**src/rtl/writeback_arbiter_pkg.sv**
```systemverilog
// Shared types for the writeback arbiter: register index width and the queued
// result entry.
package wb_pkg;
  localparam int REG_ADDR_W = 5;
  localparam int DATA_W     = 64;

  typedef struct packed {
    logic [REG_ADDR_W-1:0] rd;
    logic [DATA_W-1:0]     data;
  } wb_entry_t;
endpackage

```
**src/rtl/writeback_arbiter_if.sv**
```systemverilog
// Producer, forwarding and register-file-write signals of the writeback arbiter.
// The slave modport is the arbiter's view of these signals.
interface writeback_arbiter_if #(
  parameter int DATA_W = 64,
  parameter int DEPTH  = 4
);
  logic                            mem_valid, mem_ready;
  logic [wb_pkg::REG_ADDR_W-1:0]   mem_rd;
  logic [DATA_W-1:0]               mem_data;
  logic                            alu_valid, alu_ready;
  logic [wb_pkg::REG_ADDR_W-1:0]   alu_rd;
  logic [DATA_W-1:0]               alu_data;
  logic [wb_pkg::REG_ADDR_W-1:0]   fwd_rd;
  logic                            fwd_hit;
  logic [DATA_W-1:0]               fwd_data;
  logic                            reg_write;
  logic [wb_pkg::REG_ADDR_W-1:0]   write_register;
  logic [DATA_W-1:0]               write_data;
  logic [$clog2(DEPTH):0]          occupancy;

  modport slave (
    input  mem_valid, mem_rd, mem_data, alu_valid, alu_rd, alu_data, fwd_rd,
    output mem_ready, alu_ready, fwd_hit, fwd_data,
           reg_write, write_register, write_data, occupancy
  );
  modport master (
    output mem_valid, mem_rd, mem_data, alu_valid, alu_rd, alu_data, fwd_rd,
    input  mem_ready, alu_ready, fwd_hit, fwd_data,
           reg_write, write_register, write_data, occupancy
  );
endinterface

```
**src/rtl/writeback_arbiter_fifo.sv**
```systemverilog
// Circular result queue: two ordered push ports (port 0 is older), one pop,
// per-entry valid bits and a parallel rd compare for forwarding.
module wb_fifo
  import wb_pkg::*;
#(
  parameter int DEPTH = 4,
  parameter int PW    = $clog2(DEPTH)
) (
  input  logic                  clk,
  input  logic                  rst_n,
  input  logic                  push0_i,
  input  wb_entry_t             push0_data_i,
  input  logic                  push1_i,
  input  wb_entry_t             push1_data_i,
  input  logic                  pop_i,
  input  logic [REG_ADDR_W-1:0] cmp_rd_i,
  output wb_entry_t             head_o,
  output logic [PW-1:0]         head_ptr_o,
  output wb_entry_t [DEPTH-1:0] ent_o,
  output logic [DEPTH-1:0]      match_o,
  output logic [PW:0]           count_o
);
  wb_entry_t [DEPTH-1:0] ent_q, ent_d;
  logic [DEPTH-1:0]      vld_q, vld_d;
  logic [PW-1:0]         head_q, head_d, tail_q, tail_d, tail1;
  logic [PW:0]           cnt_q, cnt_d;

  always_comb begin
    ent_d  = ent_q;
    vld_d  = vld_q;
    head_d = head_q;
    tail1  = tail_q;
    if (pop_i) begin
      vld_d[head_q] = 1'b0;
      head_d        = head_q + PW'(1);
    end
    if (push0_i) begin
      ent_d[tail_q] = push0_data_i;
      vld_d[tail_q] = 1'b1;
      tail1         = tail_q + PW'(1);
    end
    // Port 1 lands in the slot after port 0 so same-cycle pushes stay ordered.
    if (push1_i) begin
      ent_d[tail1] = push1_data_i;
      vld_d[tail1] = 1'b1;
    end
    tail_d = tail1 + PW'(push1_i);
    cnt_d  = cnt_q + (PW+1)'(push0_i) + (PW+1)'(push1_i) - (PW+1)'(pop_i);
  end

  always_ff @(posedge clk or negedge rst_n) begin
    if (!rst_n) begin
      ent_q  <= '0;
      vld_q  <= '0;
      head_q <= '0;
      tail_q <= '0;
      cnt_q  <= '0;
    end else begin
      ent_q  <= ent_d;
      vld_q  <= vld_d;
      head_q <= head_d;
      tail_q <= tail_d;
      cnt_q  <= cnt_d;
    end
  end

  always_comb begin
    match_o = '0;
    for (int i = 0; i < DEPTH; i++)
      match_o[i] = vld_q[i] && (ent_q[i].rd == cmp_rd_i);
  end

  assign head_o     = ent_q[head_q];
  assign head_ptr_o = head_q;
  assign ent_o      = ent_q;
  assign count_o    = cnt_q;
endmodule

```
**src/rtl/writeback_arbiter.sv**
```systemverilog
// Merges ALU and load results into the single register-file write port through
// an in-order queue, with a combinational forwarding lookup over pending values.
module writeback_arbiter
  import wb_pkg::*;
#(
  parameter int DEPTH = 4
) (
  input logic                clk,
  input logic                rst_n,
  writeback_arbiter_if.slave wb
);
  localparam int PW = $clog2(DEPTH);

  logic [PW:0]           occ, free;
  logic                  mem_push, alu_push, pop;
  wb_entry_t             mem_ent, alu_ent, head;
  wb_entry_t [DEPTH-1:0] ent;
  logic [DEPTH-1:0]      match;
  logic [PW-1:0]         head_ptr, idx;
  logic                  rw_q, rw_d;
  logic [REG_ADDR_W-1:0] wr_q, wr_d;
  logic [DATA_W-1:0]     wd_q, wd_d;
  logic                  hit;
  logic [DATA_W-1:0]     hit_data;

  // Credit is taken from the pre-pop occupancy only; a full queue cannot accept.
  assign free         = (PW+1)'(DEPTH) - occ;
  assign wb.mem_ready = rst_n && (free >= (PW+1)'(1));
  assign wb.alu_ready = rst_n && (wb.mem_valid ? (free >= (PW+1)'(2))
                                               : (free >= (PW+1)'(1)));

  assign mem_push = wb.mem_valid && wb.mem_ready && (wb.mem_rd != '0);
  assign alu_push = wb.alu_valid && wb.alu_ready && (wb.alu_rd != '0);
  assign mem_ent  = '{rd: wb.mem_rd, data: wb.mem_data};
  assign alu_ent  = '{rd: wb.alu_rd, data: wb.alu_data};
  assign pop      = (occ != '0);

  wb_fifo #(.DEPTH(DEPTH)) u_fifo (
    .clk          (clk),
    .rst_n        (rst_n),
    .push0_i      (mem_push),
    .push0_data_i (mem_ent),
    .push1_i      (alu_push),
    .push1_data_i (alu_ent),
    .pop_i        (pop),
    .cmp_rd_i     (wb.fwd_rd),
    .head_o       (head),
    .head_ptr_o   (head_ptr),
    .ent_o        (ent),
    .match_o      (match),
    .count_o      (occ)
  );

  always_comb begin
    rw_d = pop;
    wr_d = wr_q;
    wd_d = wd_q;
    if (pop) begin
      wr_d = head.rd;
      wd_d = head.data;
    end
  end

  always_ff @(posedge clk or negedge rst_n) begin
    if (!rst_n) begin
      rw_q <= 1'b0;
      wr_q <= '0;
      wd_q <= '0;
    end else begin
      rw_q <= rw_d;
      wr_q <= wr_d;
      wd_q <= wd_d;
    end
  end

  // Walk oldest to youngest so a younger match overrides; output stage is oldest.
  always_comb begin
    hit      = 1'b0;
    hit_data = '0;
    idx      = '0;
    if (wb.fwd_rd != '0) begin
      if (rw_q && (wr_q == wb.fwd_rd)) begin
        hit      = 1'b1;
        hit_data = wd_q;
      end
      for (int k = 0; k < DEPTH; k++) begin
        idx = head_ptr + PW'(k);
        if (match[idx]) begin
          hit      = 1'b1;
          hit_data = ent[idx].data;
        end
      end
    end
  end

  assign wb.fwd_hit        = hit;
  assign wb.fwd_data       = hit_data;
  assign wb.reg_write      = rw_q;
  assign wb.write_register = wr_q;
  assign wb.write_data     = wd_q;
  assign wb.occupancy      = occ;
endmodule

```
**src/flat_wrapper.sv**
```systemverilog
// flat-port wrapper written by rule: the top's interface ports become plain ports
module writeback_arbiter_flat import wb_pkg::*;
#(
  parameter int DEPTH = 4
)
  (clk, rst_n, wb_mem_valid, wb_mem_rd, wb_mem_data, wb_alu_valid, wb_alu_rd, wb_alu_data, wb_fwd_rd, wb_mem_ready, wb_alu_ready, wb_fwd_hit, wb_fwd_data, wb_reg_write, wb_write_register, wb_write_data, wb_occupancy);
  writeback_arbiter_if #(.DATA_W(DATA_W), .DEPTH(DEPTH)) wb_i ();
  input logic clk;
  input logic rst_n;
  input wire logic [$bits(wb_i.mem_valid)-1:0] wb_mem_valid;
  input wire logic [$bits(wb_i.mem_rd)-1:0] wb_mem_rd;
  input wire logic [$bits(wb_i.mem_data)-1:0] wb_mem_data;
  input wire logic [$bits(wb_i.alu_valid)-1:0] wb_alu_valid;
  input wire logic [$bits(wb_i.alu_rd)-1:0] wb_alu_rd;
  input wire logic [$bits(wb_i.alu_data)-1:0] wb_alu_data;
  input wire logic [$bits(wb_i.fwd_rd)-1:0] wb_fwd_rd;
  output wire logic [$bits(wb_i.mem_ready)-1:0] wb_mem_ready;
  output wire logic [$bits(wb_i.alu_ready)-1:0] wb_alu_ready;
  output wire logic [$bits(wb_i.fwd_hit)-1:0] wb_fwd_hit;
  output wire logic [$bits(wb_i.fwd_data)-1:0] wb_fwd_data;
  output wire logic [$bits(wb_i.reg_write)-1:0] wb_reg_write;
  output wire logic [$bits(wb_i.write_register)-1:0] wb_write_register;
  output wire logic [$bits(wb_i.write_data)-1:0] wb_write_data;
  output wire logic [$bits(wb_i.occupancy)-1:0] wb_occupancy;
  assign wb_i.mem_valid = wb_mem_valid;
  assign wb_i.mem_rd = wb_mem_rd;
  assign wb_i.mem_data = wb_mem_data;
  assign wb_i.alu_valid = wb_alu_valid;
  assign wb_i.alu_rd = wb_alu_rd;
  assign wb_i.alu_data = wb_alu_data;
  assign wb_i.fwd_rd = wb_fwd_rd;
  assign wb_mem_ready = wb_i.mem_ready;
  assign wb_alu_ready = wb_i.alu_ready;
  assign wb_fwd_hit = wb_i.fwd_hit;
  assign wb_fwd_data = wb_i.fwd_data;
  assign wb_reg_write = wb_i.reg_write;
  assign wb_write_register = wb_i.write_register;
  assign wb_write_data = wb_i.write_data;
  assign wb_occupancy = wb_i.occupancy;
  writeback_arbiter #(.DEPTH(DEPTH)) u_core (.clk(clk), .rst_n(rst_n), .wb(wb_i));
endmodule
```
**config.mk**
```make
export PLATFORM = sky130hd
export DESIGN_NAME = writeback_arbiter_flat
export DESIGN_NICKNAME = d
export VERILOG_FILES = /design/src/rtl/writeback_arbiter_pkg.sv /design/src/rtl/writeback_arbiter_if.sv /design/src/rtl/writeback_arbiter_fifo.sv /design/src/rtl/writeback_arbiter.sv /design/src/flat_wrapper.sv
export SDC_FILE = /design/constraint.sdc
export NUM_CORES = 1
export LEC_CHECK = 0
export ABC_AREA = 1
export CAP_MARGIN = 20
export CORE_MARGIN = 2
export CORE_UTILIZATION = 35
export CTS_BUF_LIST = sky130_fd_sc_hd__clkbuf_4 sky130_fd_sc_hd__clkbuf_8
export DETAILED_ROUTE_END_ITERATION = 16
export PLACE_DENSITY = 0.59
export SETUP_SLACK_MARGIN = 0.05
export SKIP_CTS_REPAIR_TIMING = 1
export SLEW_MARGIN = 20
export SYNTH_ARGS = -nofsm -noshare
export SYNTH_HDL_FRONTEND = slang
export SYNTH_SLANG_ARGS = --single-unit
```
**constraint.sdc**
```tcl
create_clock -name clk -period 3.1 [get_ports clk]
set_clock_uncertainty 0.1 [all_clocks]
set_input_delay 0.62 -clock clk [delete_from_list [all_inputs] [get_ports clk]]
set_output_delay 0.62 -clock clk [all_outputs]
set_load 0.03 [all_outputs]
```
# ---- After elaboration in Yosys (flattened, before gate mapping)
# Index checks and enable logic that the tools add are counted.
dict set report totals {
  reg_bits 357
  inputBits 147
  output_inout_bits 140
  word_cells 109
}
dict set report op_classes {
  addsub 9
  n_lt_le_gt_ge 11
  n_eq_ne 5
  mux 47
  bitwise 4
  reduce_logical 18
}
# operator n
set op_table {}
lappend op_table {{$mux 64} 9}
lappend op_table {{$bmux 69 s2} 4}
lappend op_table {{$bwmux 276} 2}
lappend op_table {{$mux 276} 2}
lappend op_table {{$demux 69 s2} 2}
lappend op_table {{$mux 69} 3}
lappend op_table {{$eq 5x5->1} 5}
lappend op_table {{$lt 2x3->1 const B} 6}
lappend op_table {{$reduce_bool 5->1} 3}
lappend op_table {{$logic_and 1x1->1} 14}
lappend op_table {{$mux 1} 14}
lappend op_table {{$mux 4} 3}
lappend op_table {{$bmux 1 s2} 4}
lappend op_table {{$or 4x4->4} 2}
lappend op_table {{$add 3x1->3} 2}
lappend op_table {{$demux 1 s2} 3}
lappend op_table {{$ge 2x1->1 const B} 3}
lappend op_table {{$add 2x1->2 const B} 2}
lappend op_table {{$add 2x2->2 const B} 2}
lappend op_table {{$and 4x4->4} 1}
lappend op_table {{$not 4->4} 1}
lappend op_table {{$ge 3x1->1 const B} 1}
lappend op_table {{$ge 3x2->1 const B} 1}
lappend op_table {{$reduce_bool 3->1} 1}
lappend op_table {{4 further kinds} 4}

# ---- Depth between registers and ports, before layout
dict set report depth {
  ltp_word 12
  mapped_depth 17
  mapped_depth_nobuf 14
}

# ---- Hierarchy
# From an unflattened synthesis, not the netlist that was laid out.
dict set report unflattened {
  cells_unflattened 4920
  area_unflattened_um2 29465.8
}
# module n_inst cells_per_inst area_each_um2 seq_area_each_um2
set by_module_without_submodules {}
lappend by_module_without_submodules {wb_fifo 1 2435 17118.9 7181.9}
lappend by_module_without_submodules {writeback_arbiter 1 2485 12346.8 1751.7}

# ---- Worst setup path before layout
# OpenSTA, ideal clock, no wires.
dict set report synth_path {
  path_kind {register to register}
  from {register u_core.u_fifo.cnt_q[1] (netlist: u_core.u_fifo.count_o[1])}
  to {register u_core.u_fifo.cnt_q[2] (netlist: u_core.u_fifo.count_o[2])}
  setup_time_ns 0.129
  arrival_ns 3.466
  t_required_ns 2.871
  slack_ns -0.595
  stages_incl_launch_ff 15
  path_buffers 0
  synth_period_minus_slack_ns 3.695
  path_cell_list {dfrtp_1 > inv_1 > ha_1 > ha_1 > inv_2 > nor3_1 > nand2_1 > o21ai_1 > a21oi_1 > nand3_1 > ha_1 > inv_1 > fa_1 > fa_1 > xor2_1}
}
dict set report synth_between {
  elab_chain_len 8
  word_cells_on_any_way 14
  cone_classes {add/sub (4); order compare (2); mux (1); reduce/logical (7)}
}
# element line_no
set synth_rtl {}
lappend synth_rtl {{from (decl)} writeback_arbiter_fifo.sv:26} ;# logic [PW:0] cnt_q, cnt_d;
lappend synth_rtl {{from (signal assigned)} writeback_arbiter_fifo.sv:63} ;# cnt_q <= cnt_d;
lappend synth_rtl {{$sub 3x3->3 *} writeback_arbiter.sv:27} ;# assign free = (PW+1)'(DEPTH) - occ;
lappend synth_rtl {{$ge 3x1->1 or $ge 3x2->1 (tied branches)} {writeback_arbiter.sv:30, writeback_arbiter.sv:29}}
lappend synth_rtl {{$mux 1 *} writeback_arbiter.sv:29} ;# assign wb.alu_ready = rst_n && (wb.mem_valid ? (free >= (PW+1)'(2))
lappend synth_rtl {{$logic_and 1x1->1 *} writeback_arbiter.sv:29}
lappend synth_rtl {{net wb_alu_ready} flat_wrapper.sv:18} ;# output wire logic [$bits(wb_i.alu_ready)-1:0] wb_alu_ready;
lappend synth_rtl {{$logic_and 1x1->1 * (2 in a row)} writeback_arbiter.sv:33} ;# assign alu_push = wb.alu_valid && wb.alu_ready && (wb.alu_rd != '0);
lappend synth_rtl {{$add 3x1->3 *} writeback_arbiter_fifo.sv:48} ;# cnt_d = cnt_q + (PW+1)'(push0_i) + (PW+1)'(push1_i) - (PW+1)'(pop_i);
lappend synth_rtl {{$sub 3x1->3 *} writeback_arbiter_fifo.sv:48}
lappend synth_rtl {{net u_core.u_fifo.cnt_d[2]} writeback_arbiter_fifo.sv:26}
# Mark *: on every way through the listed nets, which the timed path passes. The rest lies on a longest branch.
# A chain may end at the register's enable or synchronous reset.

# ---- Worst setup path in the final report
dict set report layout_path {
  from {register u_core.u_fifo.head_q[0] (netlist: u_core.u_fifo.head_ptr_o[0])}
  to {output port wb_fwd_data[15]}
}
dict set report layout_between {
  elab_chain_len 7
  word_cells_on_any_way 24
  cone_classes {add/sub (3); mux (21)}
}
# element line_no
set layout_rtl {}
lappend layout_rtl {{from (decl)} writeback_arbiter_fifo.sv:25} ;# logic [PW-1:0] head_q, head_d, tail_q, tail_d, tail1;
lappend layout_rtl {{from (signal assigned)} writeback_arbiter_fifo.sv:55} ;# head_q <= '0;
lappend layout_rtl {{from (signal assigned)} writeback_arbiter_fifo.sv:61} ;# head_q <= head_d;
lappend layout_rtl {{$add 2x1->2 (tied with other cells)} writeback_arbiter.sv:87} ;# idx = head_ptr + PW'(k);
lappend layout_rtl {{$bmux 69 s2 (tied with other cells)} writeback_arbiter.sv:90} ;# hit_data = ent[idx].data;
lappend layout_rtl {{$mux 64 (implied by the code) (tied with other cells)} writeback_arbiter.sv:90}
lappend layout_rtl {{$mux 64 (2 in a row)} writeback_arbiter.sv:88} ;# if (match[idx]) begin
lappend layout_rtl {{$mux 64 *} writeback_arbiter.sv:88}
lappend layout_rtl {{$mux 64 *} writeback_arbiter.sv:81} ;# if (wb.fwd_rd != '0) begin
lappend layout_rtl {{to (decl)} flat_wrapper.sv:20} ;# output wire logic [$bits(wb_i.fwd_data)-1:0] wb_fwd_data;
# Mark *: on every way between the ends. The rest lies on a longest branch, timed or not. The select of a mux whose other input is x is not followed.

==> out/results.ini <==
[global_route]
grtUsageTotal_pct = 24.00
first_global_vias = 26130
grt.overflow.total = 0
grt_max_degree = 150
antenna_found_initial = 6
grt_pass1_wl_um = 147900

[cells_and_area]
final_layout_size_suffix_gt1_share_pct = 15.03
layout_commonest_cell = nand2_1
nets = 4683
layout_common_cells = nand2_1 (1,395), o21ai_0 (875), inv_1 (472)
syn_to_final_growth_pct = 33.70
fin_util_pct = 47.38

[yosys]
yosysSeqAreaShare_pct = 33.75
synth_edf_count = 0
synth_top_area_cell = dfrtp_1
synth.avg_cell_area_um2 = 6.307
synth_nets = 4360
synth.area.top_cells = dfrtp_1 (34%), nand2_1 (20%), o21ai_0 (18%), inv_1 (6.9%), nand3_1 (2.9%)
synth_warnings = 0
synth_cell_types = 36
synth_cells = 4197
ys_ff_latch = 357
synth_top_flop_cell = dfrtp_1
synthArstFlopShare_pct = 100.0
synth_top_area_share_pct = 33.75
syn_area_mm2 = 0.02647

[clock_network]
cts.sinks = 357
clock_path_buffers = 3
clock_latency_ns = 0.67
cts_tree = done
cts_root_buf = clkbuf_8
clk_pin_slew_worst_paths_ns = 0.06
htree_levels = 3
cts_inserted_buffers = 74

[critical_path]
start_kind = flip-flop
crit_family = simple AND/OR/NAND/NOR gates
timing.rr.end = u_core.u_fifo.count_o[2]
path_buf_inv = 5
rrSetupSlack_ns = 0.14
cpPeakStageDelay_ns = 0.51
cp_num_cells = 12
crit_required_ns = 2.38
cp_cell_sequence = clkinv_8, buf_16, nand3_2, nand3_1, nand2_4, buf_12, clkbuf_16, nand3_1, nand3_1, nand2_1, a21oi_4, buf_6
path_common_cell = nand3_1
path_max_fanout = 15
crit_path_end = wb_fwd_data[15]
criticalPathCategory = reg2out
cp.arrival_ns = 2.88
crit_path_end_kind = output port
r2r_cells = 14
crit_slowest_cell = dfrtp_4
r2r_start = u_core.u_fifo.count_o[1]
startpoint = u_core.u_fifo.head_ptr_o[0]

[timing]
fmax_mhz = 278.2
final_hold_viol_count = 0
worst_slew_pin_slew_ns = 0.9735
rsz0062_at_grt = yes
period_needed_ns = 3.595
setup-violations-final = 65
slew_viol_final = 0
relSlewSlack_pct = 35.10
setup_slack_ns = -0.4952
layout_worst_path_cycle_share_pct = 116.0

[drt]
route.detailed.drc = 0
drtIter0Drc = 2803
num_vias = 29048
ant_nets = 0
totalWireLength_um = 109800
wire_per_inst_um = 19.84
via_per_inst = 5.246
first_pass_iters = 6

[die]
rows = 100
fp.dieH_um = 279.0
pin_count = 287
fp.dieW_um = 279.0
die_area_mm2 = 0.07785
start_util_pct = 35.44
core_mm2 = 0.07470

[placed_design]
post-dp-hpwl_um = 60820
numPortBuffers = 286
place_worst_setup_slack_ns = -0.6110
place.gp.congestion = 0.8551

[outcome]
status = complete, but fails checks
violations = negative setup slack

[worst_hold_path]
min_path_type = in2async

[run]
cap_violations = 0

## layer usage
metal	wire [um]	vias to the layer above	track usage, %	share of wire [%]
met5	29	-	0	0.026
met4	4374	4	8.065	4.0
met3	7691	233	3.556	7.0
met2	51140	1208	40.27	47
met1	46610	13486	31.56	42
li1	-	14117	-	-
## registers in the layout (all words and copies together), names as in the netlist
name / cells
u_core.u_fifo.ent_o: 276
u_core.u_fifo.head_ptr_o: 2
u_core.wb.reg_write: 1
u_core.u_fifo.count_o: 3
u_core.wb.write_register: 5
u_core.u_fifo.vld_q: 4
u_core.wb.write_data: 64
u_core.u_fifo.tail_q: 2
## metrics by stage
| step | area (um^2) | std cells | hold slack [ns] | setup TNS (ns) |
|---|---|---|---|---|
| 2_1_floorplan | 27130 | 4197 | 0.2244 | 0 |
| 3_3_place_gp | 31790 | 5338 | 0.3453 | -35.99 |
| 3_5_place_dp | 31790 | 5338 | 0.3484 | -36.46 |
| 4_1_cts | 33270 | 5459 | -0.3741 | -38.10 |
| 5_1_grt | 35390 | 5537 | 0.2597 | -33.34 |
| 6_report | 35390 | 5537 | 0.2678 | -26.70 |
## layout make-up
class	instances	area, um^2
clock buffer	118	1455
multi-input combinational	3023	15130
tap	969	1212
inverter	503	1921
sequential	357	8944
clock inverter	3	17.52
antenna	3	7.507
timing repair buffer	561	6703
fill	7511	39310
## synthesized netlist by cell type (2+ instances only)
cell	n
a21boi_1	2
nand4_1	2
xor2_1	4
buf_6	23
nand3_2	6
ha_1	14
nand2_2	6
a21oi_1	37
inv_1	490
o21ai_2	3
dfrtp_1	357
buf_1	17
inv_2	10
buf_2	105
clkinv_1	3
fa_1	2
o21ai_1	143
o21ai_0	938
nor2_1	81
nand3_1	154
a21oi_2	39
nor3_1	5
nand2_1	1445
clkbuf_1	133
mux2i_1	63
a31oi_1	68
buf_4	36
nor3_2	2
xnor2_1	2
## cells by family after synthesis
logic type,share of synthesized area [%]
simple gates,25.25
compound gates,24.31
buf+inv,13.24
flops,33.75
mux,2.382
fa+ha+maj,0.8130
xor+xnor,0.2600
## worst min path at each step
stage | start | end | slack (ns) | depth (start not counted)
after global placement | rst_n | u_core.u_fifo.count_o[0] | 0.35 | 1
after detailed placement | rst_n | u_core.u_fifo.count_o[0] | 0.35 | 1
final | rst_n | u_core.u_fifo.ent_o[204] | 0.27 | 2
after CTS | rst_n | u_core.u_fifo.ent_o[204] | -0.37 | 1
after floorplan | rst_n | u_core.u_fifo.count_o[0] | 0.22 | 0
after global routing | rst_n | u_core.u_fifo.ent_o[204] | 0.26 | 2
Power is not shown: default switching activity piles up to over one toggle a cycle in this logic, so the estimate is an artifact.
